==> config.mk <==
export PLATFORM = sky130hd
export DESIGN_NAME = fetch_sequencer
export DESIGN_NICKNAME = d
export VERILOG_FILES = /design/src/rtl/fetch_pkg.sv /design/src/rtl/ret_stack.sv /design/src/rtl/fetch_sequencer.sv
export SDC_FILE = /design/constraint.sdc
export NUM_CORES = 1
export LEC_CHECK = 0
export BUFFER_PORTS_ARGS = -buffer_cell sky130_fd_sc_hd__buf_2
export CORE_UTILIZATION = 46
export CTS_CLUSTER_SIZE = 24
export DETAILED_ROUTE_END_ITERATION = 6
export HOLD_SLACK_MARGIN = 0.08
export PLACE_DENSITY_LB_ADDON = 0.2
export RECOVER_POWER = 50
export SLEW_MARGIN = 20
export SYNTH_ARGS = -nofsm -noshare
export SYNTH_HDL_FRONTEND = slang
export SYNTH_HIERARCHICAL = 1
export SYNTH_SLANG_ARGS = --single-unit
==> constraint.sdc <==
create_clock -name CLK -period 2.55 [get_ports CLK]
set_input_delay 0.51 -clock CLK [delete_from_list [all_inputs] [get_ports CLK]]
set_output_delay 0.51 -clock CLK [all_outputs]
set_load 0.02 [all_outputs]
==> src/rtl/fetch_pkg.sv <==
// Shared types for the fetch sequencer: state enum and default PC width.
// Used by fetch_sequencer; no FETCH_CALL_STACK_EN dependence.
package fetch_pkg;

  localparam int PC_W_DEF = 16;

  typedef enum logic [1:0] {
    FS_IDLE,
    FS_RUN,
    FS_DONE
  } fs_state_t;

endpackage

==> src/rtl/ret_stack.sv <==
// LIFO of return addresses for the optional call/return feature.
// Instantiated by fetch_sequencer only under FETCH_CALL_STACK_EN.
module ret_stack #(
  parameter int DEPTH = 4,
  parameter int W     = 16
) (
  input  logic         clk,
  input  logic         rst,
  input  logic         push,
  input  logic         pop,
  input  logic [W-1:0] din,
  output logic [W-1:0] dout,
  output logic         full,
  output logic         empty
);

  localparam int CW = $clog2(DEPTH + 1);
  localparam int AW = (DEPTH > 1) ? $clog2(DEPTH) : 1;

  logic [W-1:0]  mem [DEPTH];
  logic [CW-1:0] cnt;

  assign full  = (cnt == CW'(DEPTH));
  assign empty = (cnt == '0);
  assign dout  = mem[AW'(cnt - CW'(1))];

  always_ff @(posedge clk) begin
    if (rst) begin
      cnt <= '0;
    end else if (push && !full) begin
      mem[AW'(cnt)] <= din;
      cnt <= cnt + CW'(1);
    end else if (pop && !empty) begin
      cnt <= cnt - CW'(1);
    end
  end

endmodule

==> src/rtl/fetch_sequencer.sv <==
// Multi-program fetch PC sequencer with Start/Done handshake and branches.
// Optional call/return stack enabled by defining FETCH_CALL_STACK_EN.
module fetch_sequencer
  import fetch_pkg::*;
#(
  parameter int PC_W      = PC_W_DEF,
  parameter int NUM_PROGS = 3,
  parameter logic [NUM_PROGS*PC_W-1:0] PROG_BASE =
    {16'd301, 16'd124, 16'd0},
  parameter logic [NUM_PROGS*PC_W-1:0] PROG_LAST =
    {16'd400, 16'd300, 16'd123},
  parameter int STACK_DEPTH = 4,
  localparam int SEL_W =
    (NUM_PROGS > 1) ? $clog2(NUM_PROGS) : 1
) (
  input  logic            CLK,
  input  logic            Init,
  input  logic            Start,
  input  logic [SEL_W-1:0] Prog_sel,
  input  logic            Stall,
  input  logic            Branch_abs,
  input  logic            Branch_rel_z,
  input  logic            Branch_rel_nz,
  input  logic            ALU_zero,
  input  logic [PC_W-1:0] Target,
  output logic [PC_W-1:0] PC,
  output logic            Busy,
  output logic            Done
`ifdef FETCH_CALL_STACK_EN
  ,
  input  logic            Call,
  input  logic            Ret,
  output logic            Stack_err
`endif
);

  fs_state_t        state_q, state_d;
  logic [PC_W-1:0]  pc_q, pc_d, pc_nx;
  logic [SEL_W-1:0] sel_q, sel_d, launch_sel;
  logic             last_hit, launch;

  function automatic logic [PC_W-1:0] base_of(
    input logic [SEL_W-1:0] s
  );
    return PROG_BASE[s*PC_W +: PC_W];
  endfunction

  assign launch_sel = (int'(Prog_sel) < NUM_PROGS) ? Prog_sel : '0;
  assign last_hit   = (pc_q == PROG_LAST[sel_q*PC_W +: PC_W]);

`ifdef FETCH_CALL_STACK_EN
  logic            push, pop, err_set, err_q;
  logic            st_full, st_empty;
  logic [PC_W-1:0] st_top;

  ret_stack #(
    .DEPTH (STACK_DEPTH),
    .W     (PC_W)
  ) u_stack (
    .clk   (CLK),
    .rst   (Init || launch),
    .push  (push),
    .pop   (pop),
    .din   (pc_q + PC_W'(1)),
    .dout  (st_top),
    .full  (st_full),
    .empty (st_empty)
  );

  assign Stack_err = err_q;
`endif

  always_comb begin
    pc_nx = pc_q + PC_W'(1);
    if (Branch_abs)
      pc_nx = Target;
    else if (Branch_rel_z && ALU_zero)
      pc_nx = pc_q + Target;
    else if (Branch_rel_nz && !ALU_zero)
      pc_nx = pc_q + Target;
  end

  always_comb begin
    state_d = state_q;
    pc_d    = pc_q;
    sel_d   = sel_q;
    launch  = 1'b0;
`ifdef FETCH_CALL_STACK_EN
    push    = 1'b0;
    pop     = 1'b0;
    err_set = 1'b0;
`endif
    unique case (state_q)
      FS_IDLE, FS_DONE: begin
        if (Start) begin
          launch  = 1'b1;
          sel_d   = launch_sel;
          pc_d    = base_of(launch_sel);
          state_d = FS_RUN;
        end
      end
      FS_RUN: begin
        if (!Stall) begin
          if (last_hit) begin
            state_d = FS_DONE;
          end else begin
            pc_d = pc_nx;
`ifdef FETCH_CALL_STACK_EN
            // Stack faults abort the program with PC frozen.
            if (Ret) begin
              if (st_empty) begin
                err_set = 1'b1;
                pc_d    = pc_q;
                state_d = FS_DONE;
              end else begin
                pop  = 1'b1;
                pc_d = st_top;
              end
            end else if (Call) begin
              if (st_full) begin
                err_set = 1'b1;
                pc_d    = pc_q;
                state_d = FS_DONE;
              end else begin
                push = 1'b1;
                pc_d = Target;
              end
            end
`endif
          end
        end
      end
      default: state_d = FS_IDLE;
    endcase
  end

  always_ff @(posedge CLK) begin
    if (Init) begin
      state_q <= FS_IDLE;
      pc_q    <= '0;
      sel_q   <= '0;
    end else begin
      state_q <= state_d;
      pc_q    <= pc_d;
      sel_q   <= sel_d;
    end
  end

`ifdef FETCH_CALL_STACK_EN
  always_ff @(posedge CLK) begin
    if (Init || launch)
      err_q <= 1'b0;
    else if (err_set)
      err_q <= 1'b1;
  end
`endif

  assign PC   = pc_q;
  assign Busy = (state_q == FS_RUN);
  assign Done = (state_q == FS_DONE);

endmodule
Yosys cells after proc, flatten, opt, wreduce, memory -nomap -nowiden

Cells that the tools add are included.

Register bits: 20
Input bits: 26

$add $sub $neg: 2
$lt $le $gt $ge: 1
Equality and inequality tests: 7
Shift operators: 2
Multiplexer cells: 12
Reductions and logical operators: 9

Operator list:

| cell                       | count |
|---|---|
| $mux W16                   | 6 |
| $shiftx A48 B7 Y16 const A | 2 |
| $pmux W16 S2               | 1 |
| $add A16 B1 Y16 const B    | 1 |
| $add A16 B16 Y16           | 1 |
| $eq A16 B16 Y1             | 1 |
| $mux W2                    | 4 |
| $ne A2 B2 Y1 const B       | 3 |
| $pmux W2 S2                | 1 |
| $reduce_and A4 Y1          | 1 |
| $reduce_and A3 Y1          | 1 |
| $eq A2 B1 Y1 const B       | 1 |
| $eq A2 B2 Y1 const B       | 1 |
| $logic_and A1 B1 Y1        | 2 |
| $logic_not A2 Y1           | 1 |
| $lt A2 B2 Y1 const B       | 1 |
| $ne A2 B1 Y1 const B       | 1 |
| $reduce_and A2 Y1          | 1 |
| $reduce_bool A2 Y1         | 1 |
| $reduce_or A2 Y1           | 1 |
| $logic_not A1 Y1           | 1 |

Depth between registers and ports, before layout

Depth after elaboration: 8
Gate-level depth with buffers: 9
Mapped depth without buffers: 9

Worst setup path before layout

OpenSTA, ideal clock, no wires.

Path kind: register to register
From: reg pc_q[0], in the netlist PC[0]
To: reg pc_q[10], in the netlist PC[10]
Library setup time: 0.117 ns
Arrival: 2.342 ns
Slack: 0.090 ns
Cell stages (with the launch flop): 10
Period minus slack after synthesis: 2.460 ns
Path through: dfxtp_1 > ha_1 > inv_1 > fa_1 > nor2b_1 > o31ai_4 > a211oi_1 > o21ai_0 > a31o_2 > a22o_2

Cells in the longest elaborated chain, start to end: 7
Elaborated cells on any way between the ends: 11
Those cells by class: 2 x add/sub; 2 x eq/ne; 6 x mux; 1 x reduce/logical

Ends and longest elaborated chain:

| element                                             | RTL line                                                            | source |
|---|---|---|
| start: declaration                                  | fetch_sequencer.sv:38                                               | `logic [PC_W-1:0] pc_q, pc_d, pc_nx;` |
| start signal: assignment                            | fetch_sequencer.sv:144                                              | `pc_q <= pc_d;` |
| $add A16 B1 Y16 or $add A16 B16 Y16 (tied branches) | fetch_sequencer.sv:74, fetch_sequencer.sv:78, fetch_sequencer.sv:80 |  |
| $mux W16                                            | fetch_sequencer.sv:79                                               | `else if (Branch_rel_nz && !ALU_zero)` |
| $mux W16                                            | fetch_sequencer.sv:77                                               | `else if (Branch_rel_z && ALU_zero)` |
| $mux W16                                            | fetch_sequencer.sv:75                                               | `if (Branch_abs)` |
| $mux W16                                            | fetch_sequencer.sv:104                                              | `if (last_hit) begin` |
| $mux W16                                            | fetch_sequencer.sv:103                                              | `if (!Stall) begin` |
| $pmux W16 S2                                        | fetch_sequencer.sv:93                                               | `unique case (state_q)` |

Several ways; a longest one is shown, not always the timed one. The select of a mux whose other input is x is not followed.
A chain may end at the register's enable or synchronous reset.

Final worst setup path

Same ends and word-level chain as after synthesis.

==> qor.yml <==
synth:
  netlist_top_cells_area: "dfxtp_1, ha_1, xnor2_1"
  synthFlopType: "dfxtp_1"
  syn_avg_cell_area_um2: 7.834
  synth_edf_count: 0
  synth_top_area_share_pct: 16.92
  synth-seq-area-share_pct: 16.92
  synth-seq-cells: 20
  synthArstFlopShare_pct: 0
  synth_top_cell_by_area: "dfxtp_1"
  syn-num-nets: 350
  synth_area_um2: 2366
  ys_warn_count: 6
  synthCells: 302
  ys_types: 65
timing:
  clock_skew_ns: 0.0008993
  tightest_slew_ns: 0.5079
  slew_violations: 0
  finalCritPeriodShare_pct: 88.96
  finalSetupTns_ns: 0
  max_slew_margin_pct: 65.83
  setup_viol_count_final: 0
  fmax_mhz: 440.8
  rsz0062_at_grt: "false"
  min_period_ns: 2.269
  hold_viol: 0
critical_path:
  critical-path-top-delay-family: "compound AO/OA/AOI/OAI gates"
  r2r_cells: 9
  crit_cells: 9
  critPathBufInv: 1
  path_cells: "ha_1, inv_1, fa_1, nor2b_1, o31ai_4, a211oi_1, o21ai_0, a31o_2, a22o_2"
  cp_max_fo: 6
  max_stage_delay_ns: 0.38
  cp_slowest_cell: "fa_1"
  cp-end-kind: "flop"
  critical_path_class: "flop to flop"
  crit_arrival_ns: 2.44
  required_ns: 2.72
  critPathLaunchType: "flop"
global_route:
  grt_pass1_wl_um: 10910
  grtUsageTotal_pct: 26.12
  antenna_found_initial: 0
  grt_max_degree: 20
  grt_pass1_vias: 2293
  grt_overflow: 0
clock_tree:
  cts_setup_buffers: 0
  root_buffer: "clkbuf_8"
  cts_max_level: 1
  cts_tree: "done"
  cts_buffer_depth: 2
  cts_resized: 0
  cts_sinks: 20
  cts_hold_buf: 0
  clkTransAtPathRegs_ns: 0.09
  clk_latency_ns: 0.27
  cts_made_buffers: 3
route:
  wire_per_inst_um: 16.15
  vias: 2520
  viasPerCell: 6.087
  ant_nets: 0
  drt_iter0_markers: 130
  routed_wl_um: 6687
  drc_errors: 0
  dr.pass1.iters: 4
pwr:
  p_leak_nw: 1.164
  cellPowerDensity_nw_per_um2: 408.8
  irDropWorstVdd_v: 0.0002231
die:
  fp.dieArea_um2: 5435
  start_util_pct: 48.80
  io_pins: 44
  num_rows: 25
  core-area_um2: 4848
  die_h_um: 73.72
  die_w_um: 73.72
finish:
  syn_to_final_growth_pct: 15.07
  final_core_util_pct: 56.15
  final_common_cell: "buf_2"
  final_layout_size_suffix_gt1_share_pct: 18.44
  postLayoutCellArea_um2: 2723
  instances_no_fill: 414
  finalNetCount: 396
  final_cell_mix: "buf_2, nand2_1, nor2_1"
  antenna_cells: 0
flow_run:
  maxCapViolations: 0
placement:
  hpwlAfterDp_um: 5173
  portBuffers: 43
  globalplace.congestion: 0.8538
  dpl.cell_count: 410
  postPlaceCellArea_um2: 2691
status:
  status: "completed"
worst_hold_path:
  hold_depth: 3
  hp-class: "primary input to flop"
-- Yosys cell counts (8+ instances only) --
library cell and count:
nor2_1 22, ha_1 21, nand2_1 25, inv_1 13
nor3_1 8, clkbuf_1 9, xnor2_1 15, o21ai_0 14
nand3_1 10, dfxtp_1 20, a21oi_1 18
-- flip-flops by register name (all words and copies together), names as in the netlist --
register,cells
PC,16
state_q,2
sel_q,2
-- power breakdown --
part	switching [mW]	internal, mW
Sequential	0.0234	0.333
Combinational	0.296	0.197
Clock	0.125	0.138
-- layout make-up --
class	instances	area (µm²)
fill	487	2126
multi-input combinational	250	1819
sequential	20	400.4
clock buffer	4	55.05
timing repair buffer	59	311.5
inverter	14	52.55
tap	67	83.83
-- metrics by stage --
stage | setup slack [ns] | power [mW] | hold WS [ns]
3_5_place_dp | 0.01589 | 0.8574 | 0.5274
2_1_floorplan | 0.09041 | 0.7192 | 0.5185
3_3_place_gp | 0.06300 | 0.8551 | 0.5111
5_1_grt | 0.1589 | 1.184 | 0.4962
4_1_cts | 0.2721 | 1.123 | 0.4834
6_report | 0.2814 | 1.113 | 0.4896
-- cell families after synthesis --
kind of cell / count (synthesis) / synth area share, %
compound gates: 93 / 30.04
buf+inv: 32 / 6.187
flops: 20 / 16.92
simple gates: 107 / 24.17
mux: 6 / 2.591
fa+ha+maj: 22 / 11.95
xor+xnor: 22 / 8.144
-- path summary, 6_finish.rpt --
check	start	end	slack [ns]
setup / recovery	PC[0]	PC[10]	0.28
setup reg to reg	PC[0]	PC[10]	0.28
hold reg to reg	PC[1]	PC[1]	0.55
hold / removal	Stall	state_q[0]	0.49
-- tightest hold or removal path: cells and delay by family --
family	cells	cell delay, ns
AOI/OAI and AO/OA	1	0.05
buffers and inverters	1	0.11
and+or+nand+nor	1	0.05
-- metal layers --
layer / vias up / track usage (%) / wire, µm
li1: 1235 / - / -
met5: - / 0 / 0
met1: 1169 / 33.06 / 2958
met2: 104 / 45.16 / 3136
met4: 0 / 8.547 / 149
met3: 12 / 3.841 / 442
(Power assumes the default switching activity.)
